===== src/rtl/axi_rd_rr_arbiter.sv =====
// Round-robin N:1 arbiter sharing one AXI read slave (AR/R) between NUM_REQ requesters.
// Define AXI_RD_ARB_WDOG_EN to add a DATA-state stall watchdog that aborts a hung burst.
module axi_rd_rr_arbiter #(
  parameter int NUM_REQ = 4,
  parameter int ID_W    = 2,
  parameter int ADDR_W  = 32,
  parameter int DATA_W  = 128,
  parameter int TIMEOUT = 4096
) (
  input  logic                        S_AXI_ACLK,
  input  logic                        S_AXI_ARESETN,
  input  logic [NUM_REQ*ADDR_W-1:0]   REQ_ARADDR,
  input  logic [NUM_REQ*8-1:0]        REQ_ARLEN,
  input  logic [NUM_REQ-1:0]          REQ_ARVALID,
  output logic [NUM_REQ-1:0]          REQ_ARREADY,
  output logic [DATA_W-1:0]           REQ_RDATA,
  output logic                        REQ_RLAST,
  output logic [NUM_REQ-1:0]          REQ_RVALID,
  input  logic [NUM_REQ-1:0]          REQ_RREADY,
  output logic [ID_W-1:0]             M_AXI_ARID,
  output logic [ADDR_W-1:0]           M_AXI_ARADDR,
  output logic [7:0]                  M_AXI_ARLEN,
  output logic [2:0]                  M_AXI_ARSIZE,
  output logic [1:0]                  M_AXI_ARBURST,
  output logic                        M_AXI_ARVALID,
  input  logic                        M_AXI_ARREADY,
  input  logic [ID_W-1:0]             M_AXI_RID,
  input  logic [DATA_W-1:0]           M_AXI_RDATA,
  input  logic                        M_AXI_RLAST,
  input  logic                        M_AXI_RVALID,
  output logic                        M_AXI_RREADY,
  output logic                        ARB_ERR,
  output logic [1:0]                  dbg_state
);

  // Handshake rule on every channel: a transfer happens on the rising edge where
  // valid and ready are both high; valid, once raised, holds until that edge.

  localparam int IDX_W = $clog2(NUM_REQ);

  typedef enum logic [1:0] {
    IDLE = 2'd0,
    ADDR = 2'd1,
    DATA = 2'd2
  } state_t;

  state_t             state, state_nxt;
  logic [IDX_W-1:0]   grant, rr_ptr, pick, grant_inc;
  logic [ID_W-1:0]    grant_id;
  logic [7:0]         len_q, beat_cnt, pick_len;
  logic               any_req, r_hs, err_set, wdog_fire;
  int                 idx;

  assign dbg_state     = state;
  assign REQ_RDATA     = M_AXI_RDATA;
  assign REQ_RLAST     = M_AXI_RLAST;
  assign M_AXI_ARSIZE  = 3'($clog2(DATA_W/8));
  assign M_AXI_ARBURST = 2'b01;
  assign M_AXI_ARID    = grant_id;

  // Search order starts at rr_ptr and wraps, so the last-served requester comes last.
  always_comb begin
    any_req  = 1'b0;
    pick     = rr_ptr;
    pick_len = '0;
    idx      = 0;
    for (int i = 0; i < NUM_REQ; i++) begin
      idx = int'(rr_ptr) + i;
      if (idx >= NUM_REQ) idx = idx - NUM_REQ;
      if (!any_req && REQ_ARVALID[idx]) begin
        any_req = 1'b1;
        pick    = IDX_W'(idx);
      end
    end
    for (int i = 0; i < NUM_REQ; i++) begin
      if (pick == IDX_W'(i)) pick_len = REQ_ARLEN[i*8 +: 8];
    end
  end

  always_comb begin
    M_AXI_ARADDR = '0;
    M_AXI_ARLEN  = '0;
    for (int i = 0; i < NUM_REQ; i++) begin
      if (grant == IDX_W'(i)) begin
        M_AXI_ARADDR = REQ_ARADDR[i*ADDR_W +: ADDR_W];
        M_AXI_ARLEN  = REQ_ARLEN[i*8 +: 8];
      end
    end
  end

  always_comb begin
    grant_id              = '0;
    grant_id[IDX_W-1:0]   = grant;
  end

  assign grant_inc = (grant == IDX_W'(NUM_REQ-1)) ? '0 : grant + 1'b1;
  assign r_hs      = (state == DATA) && M_AXI_RVALID && M_AXI_RREADY;

  always_comb begin
    state_nxt     = state;
    M_AXI_ARVALID = 1'b0;
    M_AXI_RREADY  = 1'b0;
    REQ_ARREADY   = '0;
    REQ_RVALID    = '0;
    case (state)
      IDLE: if (any_req) state_nxt = ADDR;
      ADDR: begin
        M_AXI_ARVALID      = 1'b1;
        REQ_ARREADY[grant] = M_AXI_ARREADY;
        if (M_AXI_ARREADY) state_nxt = DATA;
      end
      DATA: begin
        REQ_RVALID[grant] = M_AXI_RVALID;
        M_AXI_RREADY      = REQ_RREADY[grant];
        if ((M_AXI_RVALID && REQ_RREADY[grant] && M_AXI_RLAST) || wdog_fire)
          state_nxt = IDLE;
      end
      default: state_nxt = IDLE;
    endcase
  end

  // Protocol violations never change the burst flow; they only raise the sticky flag.
  assign err_set = (r_hs &&  M_AXI_RLAST && (beat_cnt != len_q)) ||
                   (r_hs && !M_AXI_RLAST && (beat_cnt == len_q)) ||
                   (r_hs && (M_AXI_RID != grant_id))             ||
                   (M_AXI_RVALID && (state != DATA))             ||
                   wdog_fire;

`ifdef AXI_RD_ARB_WDOG_EN
  logic [15:0] stall_cnt;

  assign wdog_fire = (state == DATA) && !r_hs && (stall_cnt == 16'(TIMEOUT-1));

  always_ff @(posedge S_AXI_ACLK or negedge S_AXI_ARESETN) begin
    if (!S_AXI_ARESETN) begin
      stall_cnt <= '0;
    end else if ((state == DATA) && !r_hs && !wdog_fire) begin
      stall_cnt <= stall_cnt + 16'd1;
    end else begin
      stall_cnt <= '0;
    end
  end

  always_ff @(posedge S_AXI_ACLK) begin
    if (S_AXI_ARESETN && wdog_fire)
      $display("axi_rd_rr_arbiter: read watchdog expired, grant=%0d beat_cnt=%0d", grant, beat_cnt);
  end
`else
  assign wdog_fire = 1'b0;
`endif

  always_ff @(posedge S_AXI_ACLK or negedge S_AXI_ARESETN) begin
    if (!S_AXI_ARESETN) begin
      state    <= IDLE;
      grant    <= '0;
      rr_ptr   <= '0;
      len_q    <= '0;
      beat_cnt <= '0;
      ARB_ERR  <= 1'b0;
    end else begin
      state <= state_nxt;
      if (err_set) ARB_ERR <= 1'b1;
      if ((state == IDLE) && any_req) begin
        grant    <= pick;
        len_q    <= pick_len;
        beat_cnt <= '0;
      end else if (r_hs) begin
        beat_cnt <= beat_cnt + 8'd1;
      end
      if ((r_hs && M_AXI_RLAST) || wdog_fire) rr_ptr <= grant_inc;
    end
  end

endmodule


===== config.mk =====
export PLATFORM = sky130hd
export DESIGN_NAME = axi_rd_rr_arbiter
export DESIGN_NICKNAME = d
export VERILOG_FILES = /design/src/rtl/axi_rd_rr_arbiter.sv
export SDC_FILE = /design/constraint.sdc
export NUM_CORES = 1
export LEC_CHECK = 0
export ABC_AREA = 1
export CAP_MARGIN = 20
export CORE_AREA = 10 10 184 186
export DETAILED_ROUTE_END_ITERATION = 16
export DIE_AREA = 0 0 194 196
export GPL_ROUTABILITY_DRIVEN = 0
export PLACE_DENSITY = 0.56
export SYNTH_ARGS = -nofsm -noshare
export SYNTH_HDL_FRONTEND = slang
export SYNTH_SLANG_ARGS = --single-unit

===== constraint.sdc =====
create_clock -name S_AXI_ACLK -period 2.7 [get_ports S_AXI_ACLK]
set_clock_uncertainty 0.05 [all_clocks]
set_input_delay 0.675 -clock S_AXI_ACLK [delete_from_list [all_inputs] [get_ports S_AXI_ACLK]]
set_output_delay 0.675 -clock S_AXI_ACLK [all_outputs]
set_load 0.02 [all_outputs]

# After elaboration in Yosys (flattened, before gate mapping)
# Cells that the tools add are included.
[totals]
latchBits = 0
output_inout_bits = 189
elab_cells = 120
inputBits = 303
ram_bits = 0
memories = 0
mem_bits_ro = 0
register_bits = 23
[op_classes]
multipliers = 0
addsub = 9
n_bitwise = 2
n_eq_ne = 15
mux = 51
shifts = 0
n_lt_le_gt_ge = 10
reduce_logical = 27
div = 0
[op_table]
columns = ["op", "n"]
rows = [
  ["$mux W32", 8],
  ["$lt A32 B4 Y1 const B", 4],
  ["$mux W8", 10],
  ["$mux W1", 16],
  ["$mux W2", 8],
  ["$logic_and A1 B1 Y1", 15],
  ["$sub A3 B3 Y4 const B", 3],
  ["$bmux W1 S2", 5],
  ["$eq A2 B2 Y1 const B", 5],
  ["$ge A3 B3 Y1 const B", 3],
  ["$add A8 B1 Y8 const B", 1],
  ["$and A4 B4 Y4", 2],
  ["$eq A8 B8 Y1", 1],
  ["$mux W4", 2],
  ["$ne A8 B8 Y1", 1],
  ["$add A2 B2 Y3 const B", 2],
  ["$eq A2 B1 Y1 const B", 3],
  ["$logic_not A2 Y1", 3],
  ["$ne A2 B2 Y1 const B", 3],
  ["$pmux W2 S3", 1],
  ["$logic_not A1 Y1", 4],
  ["$sub A2 B3 Y4 const B", 1],
  ["$add A2 B1 Y3 const B", 1],
  ["$ge A2 B3 Y1 const B", 1],
  ["9 further kinds", 11],
]

# Depth between registers and ports, before layout
[depth]
ltp_word = 20
mapped_depth = 19
depth_no_buf = 17

# Worst setup path after synthesis
# No wires, ideal clock.
[synth_timing]
path_kind = "register to output"
startpoint = "register grant[1] (netlist: M_AXI_ARID[1])"
endpoint = "output M_AXI_ARADDR[0]"
path_buffers = 2
t_required_ns = 1.975
setup_slack_ns = -0.131
path_stages_with_launch = 8
arrival_time_ns = 2.106
path_cell_list = "dfrtp_1 > inv_1 > ha_1 > clkbuf_1 > nor2_1 > clkbuf_1 > a221oi_1 > o31ai_1"
[synth_between]
elab_chain_len = 5
word_cells_on_any_way = 8
cone_classes = "eq/ne: 3; mux: 4; reduce/logical: 1"
[synth_rtl]
columns = ["element", "line_no", "text"]
rows = [
  ["start: declaration", "48", "logic [IDX_W-1:0] grant, rr_ptr, pick, grant_inc;"],
  ["start signal: assignment", "164", "grant <= pick;"],
  ["$logic_not A2 Y1", "84", "if (grant == IDX_W'(i)) begin"],
  ["$mux W32 (3 in series)", "84", ""],
  ["$mux W32 *", "84", ""],
  ["end: declaration", "21", "output logic [ADDR_W-1:0] M_AXI_ARADDR,"],
]
# Mark *: on every way between the ends. The rest lies on a longest branch, timed or not.

# Worst setup path in the final report
[layout_timing]
startpoint = "register grant[0] (netlist: M_AXI_ARID[0])"
endpoint = "output M_AXI_ARADDR[1]"
# Same word-level chain as after synthesis.

==> metrics.txt <==
Synth Instances=597; register area share after synthesis=14.5%; largest stage delay on the critical path=0.42 ns; Arr. time, crit path=1.96 ns; Most used DFF post-synth=dfrtp_1; min cycle time layout=2.69 ns; Crit path required time=1.98 ns; Fillers=3391; worst r2r path cells=16; critical path fanouts, max=6; outcome=complete, no violations; crit start category=flop; Tot Pwr=0.00857 W; Die W=194 um; Clock Pin Slew Worst Setup and Hold Paths=0.06 ns; fin crit share=99.6%; Port-buffer cells=230; WL final=24.2 mm; Inserted Diodes=0; Hold-fix buffers, CTS=0; Vias/cell=4.09; share of cells above drive strength 1=28.4%; area grow syn2layout=71.0%; die area=38000 sq um; Worst Hold Slack=0.441 ns; Max-Cap Viols=0; leakage power=2.81 nW; Netlist cell types=34; CTS Sinks=23; worst hold stages=2; worst min-delay path category=reg -> reg; Vias=4631; largest net degree at the start of global routing=33; nets=1044; Die H=196 um; antenna-violating nets left=0; FMAX=372 MHz; Cell Chain, Critical Path=buf_6 > ha_4 > nor2_4 > buf_6 > buf_12 > a221oi_2 > o31ai_2 > buf_4; Synth Cell Area=3980 sq um; post-DP HPWL=19.3 mm; htree depth=1; Mapped Avg Cell Area=6.66 sq um; Peak VDD IR=0.000499 V; initial core utilization=13.1%; warnings from Yosys=0; WL per Instance=21.4 um; CTS Buf Count=3; clock latency on the worst-skew pair=0.26 ns; Max stage delay cell, worst path=dfrtp_2; final hold vios=0; asr flop ratio synth=100%; #FFs+latches synth=23; Layout Utilization=22.5%; CP dominant cell by count=buf_6; setup ws final=0.0101 ns; Critical Path End Type=primary output; initial antenna violation count=1; kind of critical path=reg -> out; clock tree from TritonCTS=yes; EDFF count, synth=0; worst slew pin tran=0.508 ns; post-route DRC violation count=0; Max Root-Sink Buffers=2; Fin Setup TNS=0 ns; CTS Root Cell=clkbuf_16; 1st-iter DRT viols=245; Place WS=-0.263 ns; setup violators final=0; Core Box Area=30300 sq um; Total GRT Usage=10.9%; first-pass GRT wire length=31.8 mm; Ports=492; PD cells=1260 nW/um^2; Pre-antenna DRT Iters=4; vias in the first global route=4677; RSZ-0062 raised after global routing=yes; Worst slew margin=66.1%; Max Slew Vio Count=0; Overflow after GRT=0; FP Rows=64
-- Yosys cell counts, types with 3 or more instances --
| cell type | count | area share (%) |
|---|---|---|
| xor2_1 | 7 | 1.5 |
| nand2_2 | 7 | 1.1 |
| nor2_1 | 57 | 5.4 |
| a221oi_1 | 40 | 8.8 |
| buf_2 | 3 | 0.38 |
| nand2_1 | 113 | 11 |
| dfrtp_1 | 23 | 14 |
| clkbuf_1 | 27 | 2.5 |
| buf_4 | 135 | 25 |
| nand4_1 | 15 | 2.4 |
| o21bai_2 | 4 | 1.1 |
| nor3_1 | 7 | 0.88 |
| a21oi_1 | 6 | 0.76 |
| o31ai_1 | 40 | 7.6 |
| o21ai_0 | 15 | 1.9 |
| nand3b_1 | 9 | 1.7 |
| ha_1 | 5 | 1.6 |
| xnor2_1 | 3 | 0.66 |
| inv_1 | 29 | 2.7 |
| buf_6 | 5 | 1.4 |
| nand3_1 | 26 | 3.3 |
-- critical path: cells and delay by family, from the launching register on --
| kind | cells | cell delay, ns |
|---|---|---|
| adder cells (fa/ha/maj) | 1 | 0.17 |
| AO/OA/AOI/OAI | 2 | 0.33 |
| buffers and inverters | 4 | 0.64 |
| AND/OR/NAND/NOR | 1 | 0.14 |
| flip-flops | 1 | 0.42 |
-- power by group --
group	leakage (nW)	switching (W)	internal, W
logic	2.48	0.00428	0.00338
clock network	0.0409	0.000129	0.000199
registers	0.290	0.000107	0.000469
total	2.81	0.00452	0.00405
-- final timing paths --
| path | startpoint | end | slack, ns |
|---|---|---|---|
| worst max register to register | rr_ptr[0] | len_q[1] | 0.52 |
| worst min register to register | ARB_ERR | ARB_ERR | 0.44 |
| min in group asynchronous | S_AXI_ARESETN | beat_cnt[3] | 0.74 |
| max in group asynchronous | S_AXI_ARESETN | M_AXI_ARID[0] | 1.60 |
| worst min-delay path | ARB_ERR | ARB_ERR | 0.44 |
| worst max-delay path | M_AXI_ARID[0] | M_AXI_ARADDR[1] | 0.01 |
-- layout by cell type (no fill, tap or decap), types with 22 or more instances in the layout --
| cell type | synthesis | layout |
|---|---|---|
| clkdlybuf4s50_1 | 0 | 181 |
| nand2_1 | 113 | 112 |
| buf_4 | 135 | 74 |
| nor2_1 | 57 | 55 |
| o31ai_2 | 0 | 37 |
| inv_1 | 29 | 26 |
| nand3_1 | 26 | 26 |
| a221oi_1 | 40 | 25 |
| dfrtp_1 | 23 | 22 |
-- area by class of cell --
| type | instances | area [sq um] | share of cell area, % |
|---|---|---|---|
| tap | 396 | 495 | 7.29 |
| clock buffer | 3 | 75.1 | 1.10 |
| timing repair buffer | 301 | 2990 | 44.0 |
| inverter | 35 | 143 | 2.10 |
| sequential | 23 | 577 | 8.49 |
| multi-input combinational | 372 | 2510 | 36.9 |
| clock inverter | 1 | 5.00 | 0.0736 |
-- timing repair --
item	in CTS	in global routing
setup buffers	4	9
endpoints found under the setup margin	48	19
gates cloned	1	5
endpoints found under the hold margin	0	0
pin swaps	5	6
resized for setup	194	54
-- cell families after synthesis --
kind of cell / count (synthesis) / share of synthesized area [%]
xor gates and xnor gates: 10 / 2.20
AOI/OAI and AO/OA: 109 / 21.0
DFF: 23 / 14.5
other: 2 / 0.189
adders and majority gates: 5 / 1.57
and+or+nand+nor: 243 / 27.3
buffers and inverters: 205 / 33.3
-- sequential cells by signal, indices dropped and copies added, names as in the netlist --
register and cells:
len_q 8, ARB_ERR 1, dbg_state 2, beat_cnt 8, rr_ptr 2, M_AXI_ARID 2
-- per-layer routing --
layer	track usage, %	vias to the layer above	routed length [um]
met3	6.53	32	3260
met2	20.1	279	12200
met4	2.22	4	373
met1	10.2	2144	8360
met5	0.660	-	50
li1	-	2172	-
-- per-stage QoR --
| step | instances | area [sq um] |
|---|---|---|
| after floorplan | 600 | 4190 |
| after global placement | 1108 | 6320 |
| after detailed placement | 1108 | 6320 |
| after CTS | 1117 | 6410 |
| after global routing | 1131 | 6800 |
| final | 1131 | 6800 |
Power figures use the tool's default switching activity.
==> variant 1 (config.mk and constraints unchanged) <==
Build with the macro `AXI_RD_ARB_WDOG_EN` defined.
--- a/src/rtl/axi_rd_rr_arbiter.sv
+++ b/src/rtl/axi_rd_rr_arbiter.sv
@@ -1,4 +1,6 @@
 // Round-robin N:1 arbiter sharing one AXI read slave (AR/R) between NUM_REQ requesters.
 // Define AXI_RD_ARB_WDOG_EN to add a DATA-state stall watchdog that aborts a hung burst.
+`define AXI_RD_ARB_WDOG_EN
+
 module axi_rd_rr_arbiter #(
   parameter int NUM_REQ = 4,
Behaviour: same outputs for any inputs over 4 cycles, from zero or initial values and one cycle with S_AXI_ARESETN low; that may be too few to reach the edited logic, so the function may still have changed.
==> variant 1 against the original RTL <==
  * The flow now finishes with violations (setup timing)
  * Sequential cell count increased by 16
  * First-iteration DRC count increased by 9.0%
  * Synthesized area increased by 21%
  * Total power increased by 9.8%
  * Largest power group unchanged
  * Worst setup slack got worse by 94 ps
  * Design area increased by 15%
  * Routed wire length increased by 4.1%
  * Non-clock buffer count decreased by 1
==> variant 1: results (changes against the original RTL) <==
{| class="wikitable"
! Metric !! Value
|-
| Level count of the clock H-tree || 2 (+1)
|-
| Clock-pin transition on the worst setup and hold timing paths || 70 ps
|-
| Global routing met3 resource utilization || 6.12% (-0.41 points)
|-
| Asr flop ratio synth || 100% (unchanged)
|-
| Initial antenna violation count || 2 (+1)
|-
| Post-synth top flop || dfrtp_1
|-
| Post-DR vias/cell || 4.19 (+2.2%)
|-
| Count of filler cells inserted in the layout || 3335 (-1.7%)
|-
| Total Routing Usage GR || 12.3% (+1.4 points)
|-
| Layout cell share with drive strength beyond 1 || 26.3% (-2.2 points)
|-
| Violations in the final reports || setup timing
|-
| IR Drop Worst-Case VDD || 0.497 mV (-0.36%)
|-
| Largest registers in the final layout || stall_cnt: 16 flops, beat_cnt: 8 flops, len_q: 8 flops
|-
| Pin count of the biggest net entering global routing || 40 (+21%)
|-
| Router iterations before antenna repair || 4 (unchanged)
|-
| Hpwl dp || 20400 um (+5.6%)
|-
| Maximum net fanout on the critical path || 8 (+2)
|-
| Final worst-path setup slack || -84.1 ps (-94.2 ps)
|-
| Buffer levels on the longest clock path || 2 (unchanged)
|-
| Master cell of the clock root buffer || clkbuf_16
|-
| Max-cap violation count || 0 (unchanged)
|-
| Outcome || finished, violations left
|-
| Met1 track demand over resource || 13.0% (+2.8 points)
|-
| Most used routing layer || met2
|-
| Count of input and output buffers || 230 (unchanged)
|-
| Total clock buffers created by CTS || 5 (+2)
|-
| Most used standard cells in the synthesized netlist || nand2_1 (159), buf_4 (139), nor2_1 (73)
|-
| Yosys warning total || 0 (unchanged)
|-
| Count of different cell masters after synthesis || 37 (+8.8%)
|-
| Critical path data arrival time || 2060 ps (+100 ps)
|-
| Non-filler cells in the finished layout || 1257 (+11%)
|-
| Seq/Total Area, Yosys || 20.3% (+5.9 points)
|-
| Number of design-rule violations left by the first detailed-router iteration || 267 (+9.0%)
|-
| Max-Slew Margin vs Limit || 39.8% (-26 points)
|-
| Aggregate routed wire length || 25200 um (+4.1%)
|-
| Number of global-route vias before repair || 5552 (+19%)
|-
| Final setup violation count || 18 (+18)
|-
| Net count, final || 1168 (+12%)
|-
| Wire length of the first global-routing pass || 36200 um (+14%)
|-
| Class of the tightest hold or removal check || reg2reg
|-
| Met2 Track Usage GR || 21.7% (+1.6 points)
|-
| Leak pwr || 3.38 nW (+20%)
|-
| Later-pin clock latency in the skew report || 280 ps (+20 ps)
|-
| Largest cells by area after synthesis || buf_4 (22%), dfrtp_1 (20%), nand2_1 (12%), a221oi_1 (7.3%), o31ai_1 (6.3%)
|-
| Mean instance size in the synthesized netlist || 6.68 um^2 (+0.26%)
|}
## variant 1: cells by family (layout without fill, tap and decap cells)
logic type	Yosys count	count (layout)	share of synthesized area, %
AO/OA/AOI/OAI	123	123	18.5
flip-flops	39	39	20.3
buffers and inverters	227	365	29.2
XOR/XNOR	11	11	2.01
other	2	6	0.156
adder cells (fa/ha/maj)	6	6	1.56
AND/OR/NAND/NOR	311	311	28.2
## variant 1: worst max-delay path, stage by stage (launching register included)
cell      delay (ps)
dfrtp_2          450
buf_4            150
ha_4             170
nor2_4           110
buf_12           140
buf_12           130
a221oi_2          60
o31ai_2          320
buf_4            230
## variant 1: repair_timing
action | CTS | global route
gates cloned | 4 | 0
pin swaps | 2 | 5
buffers inserted | 7 | 12
setup endpoints to repair | 49 | 41
resized for setup | 205 | 59
## variant 1: final cells by class
class / instances / area share (%)
diodes: 1 / 0.0321
multi-input cells: 456 / 38.2
repair buffers: 300 / 37.8
clock buffers: 5 / 1.61
clock inverters: 3 / 0.611
flip-flops and latches: 39 / 12.6
well taps: 396 / 6.36
inverters: 57 / 2.84
## variant 1: final timing paths
path	startpoint	endpoint	slack [ps]	depth (start not counted)
worst min-delay path	stall_cnt[0]	stall_cnt[0]	410	1
worst max register to register	M_AXI_ARID[0]	beat_cnt[6]	460	14
min in group asynchronous	S_AXI_ARESETN	stall_cnt[5]	470	1
worst max-delay path	M_AXI_ARID[0]	M_AXI_ARLEN[1]	-80	8
worst min register to register	stall_cnt[0]	stall_cnt[0]	410	1
max in group asynchronous	S_AXI_ARESETN	M_AXI_ARID[0]	1510	1
## variant 1: power by group
part	internal (mW)	switching, mW
Sequential	0.719	0.116
Clock	0.441	0.255
Combinational	3.49	4.38
Total	4.65	4.75
## variant 1: stage by stage
step	TNS [ps]	worst slack (ps)	area, um^2
after floorplan	0	39.9	5010
after global placement	-7770	-272	7090
after detailed placement	-7120	-249	7090
after CTS	-2020	-179	7550
after global routing	-3620	-154	7780
final	-719	-84.1	7780
## variant 1: routing by layer
metal | routed length (um) | up-vias | share of wire, %
li1 | - | 2546 | -
met1 | 9360 | 2405 | 37
met2 | 12800 | 291 | 51
met3 | 2720 | 18 | 11
met4 | 315 | 2 | 1.2
met5 | 28 | - | 0.11
==> variant 2 (same settings) <==
Made on the original files. Put one more register stage on the output `ARB_ERR`, cleared by the reset. The value now appears one clock later. The other outputs are not delayed to match.
--- a/src/rtl/axi_rd_rr_arbiter.sv
+++ b/src/rtl/axi_rd_rr_arbiter.sv
@@ -44,4 +44,6 @@
     DATA = 2'd2
   } state_t;
+
+  logic ARB_ERR_s0;
 
   state_t             state, state_nxt;
@@ -157,8 +159,8 @@
       len_q    <= '0;
       beat_cnt <= '0;
-      ARB_ERR  <= 1'b0;
+      ARB_ERR_s0 <= 1'b0;
     end else begin
       state <= state_nxt;
-      if (err_set) ARB_ERR <= 1'b1;
+      if (err_set) ARB_ERR_s0 <= 1'b1;
       if ((state == IDLE) && any_req) begin
         grant    <= pick;
@@ -172,4 +174,12 @@
   end
 
+  always_ff @(posedge S_AXI_ACLK or negedge S_AXI_ARESETN) begin
+    if (!S_AXI_ARESETN) begin
+      ARB_ERR <= '0;
+    end else begin
+      ARB_ERR <= ARB_ERR_s0;
+    end
+  end
+
 endmodule
 
Check against the original RTL: not equivalent (Yosys sat finds a counterexample within 4 cycles, from zero or initial values and one cycle with S_AXI_ARESETN low).
==> variant 2 against the original RTL <==
  * The run now ends with setup timing left
  * Routed wire length decreased by 3.0%
  * Register-to-register slack got worse by 190 ps
  * Design area down 2.5%
  * First-iteration DRC count is 36% lower
  * Total power fell by 7.8%
  * Hold slack worse by 110 ps
  * Worst setup slack lost 35 ps
  * Die area stayed put
  * Core utilization shrank 0.57 points
  * Synthesized area up 0.66%
  * Via count increased by 0.89%
  * Clock power increased by 32%
  * Sequential cell count increased by 1
  * Critical path type unchanged
  * Largest power group unchanged
  * Highest routed layer is now met4
==> variant 2: results (changes against the original RTL) <==
{| class="wikitable"
! Metric !! Value
|-
| Outcome || finished, violations left
|-
| Violations in the final reports || setup timing
|-
| DR WL met3 || 3240 um (-0.43%)
|-
| # placed instances || 1145 (+3.3%)
|-
| Met2 Track Usage GR || 21.4% (+1.4 points)
|-
| Clock-cell share of area || 1.59% (+0.41 points)
|-
| Buffering overhead || 43.3% (-0.71 points)
|-
| Post-Place Worst Slack || -323 ps (-60.0 ps)
|-
| Final worst-path setup slack || -25.2 ps (-35.2 ps)
|-
| Number of multi-input combinational cells || 385 (+3.5%)
|-
| Number of signal-net buffers in the layout || 304 (+1.0%)
|-
| Register fraction of the total cell area || 9.08% (+0.60 points)
|-
| Leak pwr || 2.80 nW (-0.35%)
|-
| Relative area change from synthesis to final layout || 65.6%
|-
| Mean instance size in the synthesized netlist || 6.51 um^2 (-2.3%)
|-
| Count of filler cells inserted in the layout || 3408 (+0.50%)
|-
| Total Routing Usage GR || 11.4% (+0.49 points)
|-
| Setup tns final || -30.5 ps (-30.5 ps)
|-
| Count of inverters not on the clock network in the layout || 41 (+17%)
|-
| Final setup violation count || 3 (+3)
|-
| Number of global-route vias before repair || 5016 (+7.2%)
|-
| Routed wire length per instance || 20.4 um (-4.9%)
|-
| Clock sinks || 24 (+4.3%)
|-
| Pin count of the biggest net entering global routing || 25 (-24%)
|-
| Instance area after placement || 6480 um^2 (+2.5%)
|-
| Count of different cell masters after synthesis || 31 (-8.8%)
|-
| Most used standard cells in the synthesized netlist || buf_4 (137), nand2_1 (133), nor2_1 (60)
|-
| Initial antenna violation count || 0 (-1)
|-
| Post-DR vias/cell || 4.05 (-1.1%)
|-
| Uppermost signal routing layer after detailed routing || met4
|-
| IR Drop Worst-Case VDD || 0.471 mV (-5.6%)
|-
| Layout cell share with drive strength beyond 1 || 27.8% (-0.60 points)
|-
| Met1 track demand over resource || 10.6% (+0.39 points)
|-
| Hpwl dp || 20200 um (+4.4%)
|-
| Largest cells by area after synthesis || buf_4 (26%), dfrtp_1 (15%), nand2_1 (12%), a221oi_1 (8.8%), o31ai_1 (7.5%)
|-
| Number of design-rule violations left by the first detailed-router iteration || 157 (-36%)
|-
| Seq/Total Area, Yosys || 15.0% (+0.53 points)
|}
[variant 2: cell types whose count changed after synthesis, moves of 7 or more]
cell / unedited run / this run
nand3b_1: 9 / 1
o21ai_2: 1 / 8
inv_2: 2 / 10
xnor2_1: 3 / 10
nand4_1: 15 / 2
nand3_1: 26 / 37
nand2_1: 113 / 133
[variant 2: path summary, 6_finish.rpt]
check / slack, ps / depth (start not counted) / startpoint / endpoint
setup / recovery: -30 / 6 / M_AXI_ARID[1] / M_AXI_ARADDR[21]
hold / removal: 330 / 0 / ARB_ERR_s0 / ARB_ERR
setup reg to reg: 330 / 14 / rr_ptr[0] / len_q[0]
hold reg to reg: 330 / 0 / ARB_ERR_s0 / ARB_ERR
max in group asynchronous: 1580 / 2 / S_AXI_ARESETN / M_AXI_ARID[0]
min in group asynchronous: 750 / 2 / S_AXI_ARESETN / ARB_ERR
[variant 2: power breakdown]
group | internal (mW) | total (mW) | leakage (nW) | switching [mW]
clock network | 0.295 | 0.432 | 0.0511 | 0.137
registers | 0.483 | 0.612 | 0.299 | 0.129
logic | 2.89 | 6.86 | 2.45 | 3.97
total | 3.66 | 7.90 | 2.80 | 4.24
[variant 2: critical path: stages, from the launching register on]
cell and delay (ps):
dfrtp_1 380, inv_1 110, ha_2 260, buf_4 300, a221oi_1 150, o31ai_2 310
buf_4 210
[variant 2: kinds of logic (layout without fill, tap and decap cells)]
family	count (synthesis)	after routing	synth area share, %
simple gates	254	254	27.1
buf+inv	209	349	32.9
compound gates	109	109	20.6
flops	24	24	15.0
xor+xnor	12	12	2.63
fa+ha+maj	5	5	1.56
other cells	2	5	0.188
[variant 2: what timing repair did]
action,4_1_cts,5_1_grt
hold buffers,0,0
hold endpoints to repair,0,0
endpoints found under the setup margin,48,38
resized for setup,144,46
pin swaps,1,0
cloned,2,0
buffers inserted,3,0
